==> config.mk <==
export PLATFORM = sky130hd
export DESIGN_NAME = msk_unshare_seq
export DESIGN_NICKNAME = d
export VERILOG_FILES = /design/src/rtl/msk_pkg.sv /design/src/rtl/msk_share_acc_lane.sv /design/src/rtl/msk_unshare_seq.sv
export SDC_FILE = /design/constraint.sdc
export NUM_CORES = 1
export LEC_CHECK = 0
export CORE_ASPECT_RATIO = 0.75
export CORE_MARGIN = 1.5
export CORE_UTILIZATION = 53
export DETAILED_ROUTE_END_ITERATION = 10
export PLACE_DENSITY_LB_ADDON = 0.08
export SLEW_MARGIN = 20
export SYNTH_ARGS = -nofsm -noshare
export SYNTH_HDL_FRONTEND = slang
export SYNTH_SLANG_ARGS = --single-unit
==> constraint.sdc <==
create_clock -name clk -period 3.6 [get_ports clk]
set_input_delay 0.54 -clock clk [delete_from_list [all_inputs] [get_ports clk]]
set_output_delay 0.54 -clock clk [all_outputs]
set_load 0.01 [all_outputs]
==> src/rtl/msk_pkg.sv <==
// Shared definitions for the share recombiner: sharing layout, FSM encoding,
// and the counter width helper.
package msk_pkg;

    typedef enum logic [1:0] {
        IDLE = 2'd0,
        ACC  = 2'd1,
        DONE = 2'd2
    } state_t;

    // Position of share s of plaintext bit b inside a d-share word.
    function automatic int share_idx(input int b, input int s, input int d);
        return b * d + s;
    endfunction

    // Counter must index shares 1..d-1; never narrower than one bit.
    function automatic int cnt_w(input int d);
        return (d <= 2) ? 1 : $clog2(d);
    endfunction

endpackage

==> src/rtl/msk_share_acc_lane.sv <==
// One plaintext bit: holds shares 1..D-1 and folds one of them per step into
// a registered accumulator that starts from share 0.
module msk_share_acc_lane
    import msk_pkg::*;
#(
    parameter int D = 2
) (
    input  logic                  clk,
    input  logic                  rst_n,
    input  logic [D-1:0]          shares,
    input  logic                  load,
    input  logic                  step,
    input  logic                  clear,
    input  logic [cnt_w(D)-1:0]   cnt,
    output logic                  bit_out
);

    localparam int CW = cnt_w(D);

    logic [D-1:1] stored;
    logic         acc;
    logic         sel;

    always_comb begin
        sel = 1'b0;
        for (int j = 1; j < D; j++) begin
            if (cnt == CW'(j)) sel = stored[j];
        end
    end

    // Each consumed share slot is wiped so no share outlives its use.
    always_ff @(posedge clk or negedge rst_n) begin
        if (!rst_n) begin
            stored <= '0;
            acc    <= 1'b0;
        end else if (clear) begin
            stored <= '0;
            acc    <= 1'b0;
        end else if (load) begin
            stored <= shares[D-1:1];
            acc    <= shares[0];
        end else if (step) begin
            acc <= acc ^ sel;
            for (int j = 1; j < D; j++) begin
                if (cnt == CW'(j)) stored[j] <= 1'b0;
            end
        end
    end

    assign bit_out = acc;

endmodule

==> src/rtl/msk_unshare_seq.sv <==
// Sequential unmasking decoder: recombines a D-share Boolean word one share
// per cycle and releases the plaintext only while the result is offered.
module msk_unshare_seq
    import msk_pkg::*;
#(
    parameter int D = 2,
    parameter int W = 32
) (
    input  logic           clk,
    input  logic           rst_n,
    input  logic           in_valid,
    output logic           in_ready,
    input  logic [D*W-1:0] in_shares,
    input  logic           flush,
    output logic           out_valid,
    input  logic           out_ready,
    output logic [W-1:0]   out_data,
    output logic           busy
);

    localparam int CW = cnt_w(D);

    state_t          state, state_nx;
    logic [CW-1:0]   cnt, cnt_nx;
    logic            load, step, clear;
    logic [W-1:0]    acc_bits;

    always_ff @(posedge clk or negedge rst_n) begin
        if (!rst_n) begin
            state <= IDLE;
            cnt   <= '0;
        end else begin
            state <= state_nx;
            cnt   <= cnt_nx;
        end
    end

    // flush outranks any accept or output handshake in the same cycle.
    always_comb begin
        state_nx = state;
        cnt_nx   = cnt;
        load     = 1'b0;
        step     = 1'b0;
        clear    = 1'b0;
        if (flush) begin
            state_nx = IDLE;
            cnt_nx   = '0;
            clear    = 1'b1;
        end else begin
            case (state)
                IDLE: begin
                    if (in_valid) begin
                        load     = 1'b1;
                        cnt_nx   = CW'(1);
                        state_nx = ACC;
                    end
                end
                ACC: begin
                    step = 1'b1;
                    if (cnt == CW'(D - 1)) begin
                        cnt_nx   = '0;
                        state_nx = DONE;
                    end else begin
                        cnt_nx = cnt + CW'(1);
                    end
                end
                DONE: begin
                    if (out_ready) begin
                        clear    = 1'b1;
                        state_nx = IDLE;
                    end
                end
                default: begin
                    clear    = 1'b1;
                    cnt_nx   = '0;
                    state_nx = IDLE;
                end
            endcase
        end
    end

    for (genvar i = 0; i < W; i++) begin : g_lane
        msk_share_acc_lane #(.D(D)) u_lane (
            .clk    (clk),
            .rst_n  (rst_n),
            .shares (in_shares[share_idx(i, 0, D) +: D]),
            .load   (load),
            .step   (step),
            .clear  (clear),
            .cnt    (cnt),
            .bit_out(acc_bits[i])
        );
    end

    assign in_ready  = (state == IDLE);
    assign out_valid = (state == DONE);
    assign busy      = (state != IDLE);
    assign out_data  = (state == DONE) ? acc_bits : '0;

endmodule

==> impl_metrics.csv, run 1 <==
group,metric,value,unit
worst_setup_path,cp_slowest_cell,"nor2b_2",
die,die_h,76.6,um
final_layout,multi_input_area,1830,sq um
worst_setup_path,max_stage_delay,0.64,ns
routing,drt_iter0_drc,312,
routing,num_vias,3336,
synth,synth_top_area_share,43.8,%
timing,tns,0,ns
synth,netlist_instances,380,
clock_tree,htreeDepth,3,
grt,grt_pass1_vias,3230,
clock_tree,cts_sinks,67,
routing,dr.pass1.iters,5,
synth,yosys-top-cells-area,"dfrtp_1 (44%), a32o_1 (8.4%), mux2i_1 (8.4%)",
clock_tree,clk_pin_slew_worst_paths,0.07,ns
synth,yosys.area.top_type,"dfrtp_1",
clock_tree,cts_tree,"done",
pwr,powerDensity,395,nW/um^2
timing,slew_headroom,49.6,%
worst_setup_path,crit_buf_inv,2,
worst_setup_path,setup.worst_path.end_class,"output port",
pwr,ir_drop,220,uV
grt,gr-total-overflow,0,
final_layout,n_fill_cell,514,
synth,yosys_warnings,0,
worst_setup_path,worst_ep_arrival_time,2.60,ns
final_layout,ff_latch_area,1680,sq um
synth,synth_cell_type_count,24,
clock_tree,numCtsBuffers,9,
timing,hold_viol_final,0,
timing,max_freq,318,MHz
worst_setup_path,worstSetupPathType,"reg2out",
placed_design,dp_worst_setup_slack,0.800,ns
job,maxCapViolations,0,
clock_tree,cts_setup_buffers,0,
final_layout,layout_commonest_cell,"clkdlybuf4s50_1",
routing,wire_per_inst,17.6,um
timing,worst_pin_slew,0.755,ns
timing,whs,0.219,ns
final_layout,syn2layout_area_growth,34.9,%
clock_tree,cts_resized,0,
routing,ant_nets,0,
outcome,outcome,"complete, no violations",
timing,rsz0062_at_grt,"false",
synth,syn-cell-area,3820,sq um
timing,finalWorstSetupSlack,0.455,ns
clock_tree,hold_buffers,0,
final_layout,final_cell_mix,"clkdlybuf4s50_1 (102), dfrtp_1 (66), inv_1 (35)",
final_layout,nNetsFinal,538,
die,die-area,7740,sq um
final_layout,fin_util,74.8,%
synth,ys_seq_elements,67,
timing,period_needed,3.14,ns
routing,drc,0,
routing,vias_per_cell,5.83,
worst_setup_path,path_delay_family,"buffers and inverters",
timing,final.period_utilization,87.4,%
die,coreArea,6900,sq um
routing,routed_wl,10100,um
synth,yosysSeqAreaShare,43.8,%
synth,postSynthAreaPerCell,10.1,sq um
timing,finClkSkew,0.00940,ns
worst_setup_path,path_max_fanout,19,
synth,synthesis.nets,449,
clock_tree,clk_latency,0.34,ns
placed_design,portBuffers,103,
final_layout,drive_gt1_share,7.81,%
grt,grt_pass1_wl,16500,um
final_layout,diodes,0,
die,rows,26,
pwr,fin_total_pwr,2040,uW
timing,setup_viol,0,
placed_design,place.gp.congestion,0.772,
grt,grt_max_degree,68,
grt,grt_use_total,27.3,%
die,ios,104,
grt,antenna_found_initial,0,
die,start_util,55.5,%
worst_setup_path,critPathRequiredTime,3.06,ns
clock_tree,clockBufferDepth,2,
pwr,cellLeakagePower,0.00214,uW
min_path,hold_path_class,"in2async",
worst_setup_path,cp-start-kind,"flip-flop",
placed_design,dp_hpwl,6610,um
die,die_width,101,um
clock_tree,root_buffer,"clkbuf_8",
timing,drv_slew,0,
worst_setup_path,cp_cell_sequence,"nor2b_2, buf_4, and2_1, clkdlybuf4s50_1",
## area by class of cell
cell class	instances	area share (%)
Multi-Input combinational cell	240	35.5
Clock inverter	6	2.64
Sequential cell	67	32.5
Tap cell	98	2.38
Clock buffer	10	2.67
Timing Repair Buffer	116	21.8
Inverter	35	2.55
## registers in the layout, summed over array words and instances, names as in the netlist
signal and count:
state 2, cnt 1, g_lane.u_lane.stored 32, g_lane.u_lane.bit_out 32
## logic make-up after synthesis
group	count (synthesis)	synth area share, %
flip-flops	67	43.8
AND/OR/NAND/NOR	107	17.4
multiplexers	34	9.13
buffers and inverters	73	9.09
AO/OA/AOI/OAI	99	20.5
## cells in the mapped netlist
library cell   n
inv_1         35
buf_6          5
or3_1          1
a21oi_1        1
mux2i_2        1
nand2_1       33
buf_8          2
buf_4          2
a32o_1        32
buf_2          5
and2_1        32
and3b_1       32
a2bb2oi_1      1
nor2_1         6
mux2i_1       32
nor2b_1        1
a22oi_1       32
o211a_1        1
dfrtp_1       67
mux2_4         1
clkbuf_1      24
nor4b_2        1
nor3b_2        1
o22ai_1       32
## worst paths after layout
check / slack (ns) / startpoint / endpoint / cells past startpoint
max: 0.46 / state[1] / out_data[7] / 4
min: 0.22 / rst_n / g_lane[12].u_lane.bit_out / 1
max reg2reg: 1.61 / state[1] / g_lane[1].u_lane.bit_out / 4
min reg2reg: 0.53 / g_lane[0].u_lane.bit_out / g_lane[0].u_lane.bit_out / 2
max in group asynchronous: 2.60 / rst_n / g_lane[7].u_lane.bit_out / 2
min in group clk: 0.53 / g_lane[0].u_lane.bit_out / g_lane[0].u_lane.bit_out / 2
## report_power, final
group | switching (uW) | internal, uW
clock network | 294 | 550
logic | 187 | 175
registers | 37.0 | 796
total | 517 | 1520
## routing by layer
metal	track usage, %	vias to the layer above	share of wire [%]
li1	-	1560	-
met5	0	-	0
met3	7.89	12	8.0
met4	5.42	0	1.1
met2	43.2	153	48
met1	37.5	1611	43
## metrics by stage
stage / instances / cell area (sq um)
detailed placement: 556 / 4880
CTS: 572 / 5160
global placement: 556 / 4880
floorplan: 380 / 3820
finish: 572 / 5160
global route: 572 / 5160
## worst register-to-register path, cell delays in order (launching register included)
cell and delay (ns):
dfrtp_1 0.53, nor4b_4 0.33, buf_4 0.58, mux2i_1 0.33, o22ai_1 0.10
Note: power is estimated with default switching activity, not from simulation.
==> run 2: changes to the inputs <==
- CORE_UTILIZATION: 53 -> 48
- DONT_BUFFER_PORTS: unset -> 1
- HOLD_SLACK_MARGIN: unset -> 0.15
==> run 2 against run 1 <==
Total power fell by 18%. Sequential cell count did not move. First-iteration DRC count decreased by 33%. Critical endpoint is now out_data[16]. Largest power group is now registers.
==> impl_metrics.csv, run 2 (synthesis gave the netlist of run 1 again) <==
group,metric,value,unit
outcome,outcome,"complete, no violations",
clock_tree,root_buffer,"clkbuf_8",
timing,drv_slew,0,
timing,whs,0.261,ns
die,ios,104,
routing,drc,0,
timing,hold_viol_final,0,
clock_tree,clockBufferDepth,2,
clock_tree,cts_setup_buffers,0,
timing,max_freq,419,MHz
worst_setup_path,cp-start-kind,"flip-flop",
final_layout,drive_gt1_share,8.38,%
clock_tree,numCtsBuffers,9,
grt,grt_pass1_vias,2832,
pwr,clock_power_share,34.1,%
final_layout,finalNonFillerCells,471,
timing,finClkSkew,0.00702,ns
final_layout,n_fill_cell,703,
clock_tree,clk_latency,0.35,ns
worst_setup_path,setup.worst_path.end_class,"output port",
routing,dr.pass1.iters,5,
final_layout,layout_commonest_cell,"dfrtp_1",
final_layout,final_cell_mix,"dfrtp_1 (66), inv_1 (35), nand2_1 (33)",
pwr,intPower,1190,uW
clock_tree,clk_pin_slew_worst_paths,0.07,ns
placed_design,place.gp.congestion,0.718,
routing,num_vias,2886,
timing,setup_viol,0,
timing,final.period_utilization,66.4,%
timing,tns,0,ns
placed_design,dp_hpwl,5950,um
pwr,seqPwrFrac,50.3,%
grt,gr-total-overflow,0,
die,die_width,106,um
routing,ant_nets,0,
clock_tree,cts_sinks,67,
final_layout,nNetsFinal,434,
placed_design,portBuffers,0,
worst_setup_path,critPathRequiredTime,3.06,ns
grt,grt_max_degree,68,
clock_tree,htreeDepth,3,
timing,period_needed,2.39,ns
worst_setup_path,worst_ep_arrival_time,1.85,ns
clock_tree,cts_resized,0,
timing,slew_headroom,36.8,%
grt,grt_use_total,23.6,%
timing,rsz0062_at_grt,"false",
pwr,powerDensity,414,nW/um^2
pwr,ir_drop,171,uV
die,start_util,50.8,%
pwr,power.share.switching,29.1,%
grt,grt_pass1_wl,15300,um
routing,routed_wl,9590,um
die,rows,27,
timing,worst_pin_slew,0.948,ns
die,coreArea,7530,sq um
routing,drt_iter0_drc,208,
final_layout,diodes,0,
die,die-area,8520,sq um
pwr,p_sw,489,uW
clock_tree,cts_tree,"done",
routing,vias_per_cell,6.13,
job,maxCapViolations,0,
placed_design,dpl.cell_count,453,
pwr,cellLeakagePower,0.00171,uW
clock_tree,hold_buffers,2,
routing,wire_per_inst,20.4,um
worst_setup_path,worstSetupPathType,"reg2out",
grt,antenna_found_initial,0,
pwr,pwr-share-comb,15.6,%
worst_setup_path,path_max_fanout,15,
final_layout,syn2layout_area_growth,5.89,%
min_path,hold_path_class,"in2reg",
die,die_h,80.3,um
[run 2: worst paths after layout]
path | cells after the start | startpoint | slack (ns) | to
worst max-delay path | 3 | state[1] | 1.21 | out_data[16]
worst min-delay path | 1 | flush | 0.26 | state[1]
worst max register to register | 3 | state[1] | 1.56 | g_lane[6].u_lane.stored
worst min register to register | 2 | g_lane[15].u_lane.bit_out | 0.53 | g_lane[15].u_lane.bit_out
max in group asynchronous | 2 | rst_n | 2.58 | g_lane[4].u_lane.bit_out
min in group asynchronous | 2 | rst_n | 0.72 | g_lane[22].u_lane.bit_out
[run 2: layer usage]
| metal | global-route usage [%] | vias up | part of all wire (%) |
|---|---|---|---|
| met4 | 7.30 | 0 | 0.95 |
| met5 | 0 | - | 0 |
| met3 | 6.98 | 11 | 6.4 |
| met1 | 31.5 | 1438 | 46 |
| li1 | - | 1353 | - |
| met2 | 37.2 | 84 | 47 |
[run 2: final cells by class]
type | instances | area [sq um] | share of cell area (%)
inverter | 35 | 131 | 3.24
tap | 101 | 126 | 3.12
clock inverter | 2 | 10.0 | 0.247
clock buffer | 14 | 163 | 4.02
multi-input combinational | 240 | 1830 | 45.2
timing repair buffer | 12 | 113 | 2.78
sequential | 67 | 1680 | 41.4
[run 2: critical path, cell delays in order, from the launching register on]
cell     delay, ns
dfrtp_1       0.60
nor2b_2       0.41
buf_4         0.28
and2_1        0.21
[run 2: power groups by stage]
stage	combinational [uW]	sequential [uW]	clock (uW)
2_1_floorplan	222	832	0
3_3_place_gp	241	855	0
3_5_place_dp	245	857	0
4_1_cts	265	842	591
5_1_grt	291	851	622
6_report	262	843	572
[run 2: metrics by stage]
step	utilization, %	cell area [sq um]	power (uW)	setup slack, ns
finish	53.8	4050	1680	1.21
global route	53.8	4050	1760	1.03
CTS	53.8	4050	1700	1.16
detailed placement	51.0	3840	1100	1.54
global placement	51.0	3840	1100	1.56
floorplan	-	3820	1050	1.82
==> run 3: changes to the inputs <==
- clock period: 3.6 -> 2.5 ns (I/O delays scaled with it)
==> run 3 against run 2 <==
Global-route usage rose by 0.96 points. Worst hold slack got worse by 0.099 ns. Clock-buffer cell count unchanged. Critical endpoint is now out_data[30]. Largest cell class unchanged.
==> impl_metrics.csv, run 3 (synthesis gave the netlist of run 1 again) <==
group,metric,value,unit
routing,drc,0,
clock_tree,clk_pin_slew_worst_paths,0.07,ns
grt,grt_max_degree,68,
final_layout,drive_gt1_share,8.40,%
worst_setup_path,worstSetupPathType,"reg2out",
timing,setup_viol,0,
clock_tree,numCtsBuffers,9,
final_layout,syn2layout_area_growth,12.1,%
die,ios,104,
routing,wire_per_inst,20.2,um
timing,rsz0062_at_grt,"false",
routing,ant_nets,0,
worst_setup_path,startpoint,"state[1]",
placed_design,dpl_cell_area,3870,sq um
job,maxCapViolations,0,
die,die_width,106,um
worst_setup_path,reg2reg_depth,4,
grt,grt_use_total,24.6,%
placed_design,place.gp.congestion,0.737,
grt,antenna_found_initial,0,
outcome,outcome,"complete, no violations",
worst_setup_path,r2r_start,"state[0]",
final_layout,diodes,0,
final_layout,design_area,4290,sq um
die,die_h,80.3,um
min_path,hold_path_class,"in2reg",
clock_tree,cts_resized,0,
worst_setup_path,setup.worst_path.end_class,"output port",
placed_design,portBuffers,0,
timing,hold_viol_final,0,
die,coreArea,7530,sq um
worst_setup_path,critPathRequiredTime,2.12,ns
timing,finClkSkew,0.00528,ns
final_layout,ff_latch_area,1680,sq um
clock_tree,cts_setup_buffers,0,
timing,drv_slew,0,
die,die-area,8520,sq um
grt,grt_pass1_wl,16000,um
routing,drt_iter0_drc,184,
grt,grt_pass1_vias,2993,
pwr,powerDensity,571,nW/um^2
timing,tns,0,ns
pwr,fin_total_pwr,2450,uW
timing,whs,0.163,ns
clock_tree,hold_buffers,20,
die,rows,27,
routing,num_vias,2981,
clock_tree,cts_tree,"done",
clock_tree,cts_sinks,67,
pwr,cellLeakagePower,0.00181,uW
die,start_util,50.8,%
worst_setup_path,endpoint,"out_data[30]",
final_layout,layout_commonest_cell,"dfrtp_1",
clock_tree,htreeDepth,3,
routing,vias_per_cell,6.03,
min_path,hold-path-cell-count,1,
pwr,ir_drop,275,uV
clock_tree,clk_latency,0.35,ns
timing,period_needed,2.09,ns
clock_tree,root_buffer,"clkbuf_8",
final_layout,final_cell_mix,"dfrtp_1 (66), inv_1 (35), nand2_1 (33)",
placed_design,dp_hpwl,6050,um
final_layout,n_fill_cell,691,
timing,worst_pin_slew,0.684,ns
grt,gr-total-overflow,0,
final_layout,multi_input_area,1830,sq um
worst_setup_path,path_max_fanout,20,
worst_setup_path,worst_ep_arrival_time,1.71,ns
worst_setup_path,r2r_end,"g_lane[27].u_lane.bit_out",
clock_tree,clockBufferDepth,2,
routing,routed_wl,9980,um
final_layout,nNetsFinal,457,
timing,final.period_utilization,83.4,%
timing,max_freq,479,MHz
timing,slew_headroom,54.3,%
worst_setup_path,reg2reg_slack,0.63,ns
routing,dr.pass1.iters,7,
worst_setup_path,cp-start-kind,"flip-flop",
run 3: cell count changes in the layout (fill, tap and decap cells not counted):
| cell | change |
|---|---|
| dlygate4sd3_1 | +21 |
| buf_4 | +1 |
| buf_12 | +1 |
run 3: layout make-up:
cell class                 count  area share, %
multi-input combinational    240           42.7
sequential                    67           39.1
timing repair buffer          35           8.17
clock buffer                  14           3.79
inverter                      35           3.06
tap                          101           2.95
clock inverter                 2          0.233
run 3: per-layer routing:
layer  GRT usage [%]  wire length, um  vias to the layer above  share of wire, %
li1                -                -                     1402                 -
met1            32.5             4500                     1457                45
met2            39.4             4640                      112                47
met3            6.57              708                       10               7.1
met4            7.70              124                        0               1.2
met5               0                0                        -                 0
run 3: power by group:
part / internal (uW) / total, uW / switching, uW
registers: 1150 / 1200 / 52.7
clock network: 413 / 817 / 404
logic: 179 / 431 / 252
run 3: worst max-delay path, cell delays in order, from the launching register on:
cell and delay, ns:
dfrtp_1 0.62, nor2b_2 0.24, buf_4 0.26, and2_1 0.23
run 3: through the flow:
| step | setup slack [ns] | instances | util (%) |
|---|---|---|---|
| 2_1_floorplan | 0.880 | 380 | - |
| 3_3_place_gp | 0.706 | 455 | 51.3 |
| 3_5_place_dp | 0.639 | 455 | 51.3 |
| 4_1_cts | 0.388 | 491 | 56.5 |
| 5_1_grt | 0.305 | 494 | 56.9 |
| 6_report | 0.414 | 494 | 56.9 |
run 3: how the worst min path moves through the flow:
| stage | end | slack [ns] | from |
|---|---|---|---|
| finish | g_lane[9].u_lane.stored | 0.16 | in_shares[19] |
| global placement | g_lane[22].u_lane.stored | 0.08 | rst_n |
| detailed placement | g_lane[22].u_lane.stored | 0.08 | rst_n |
| floorplan | cnt | 0.08 | rst_n |
| global route | g_lane[31].u_lane.stored | 0.15 | in_shares[63] |
| CTS | g_lane[9].u_lane.stored | 0.15 | in_shares[19] |
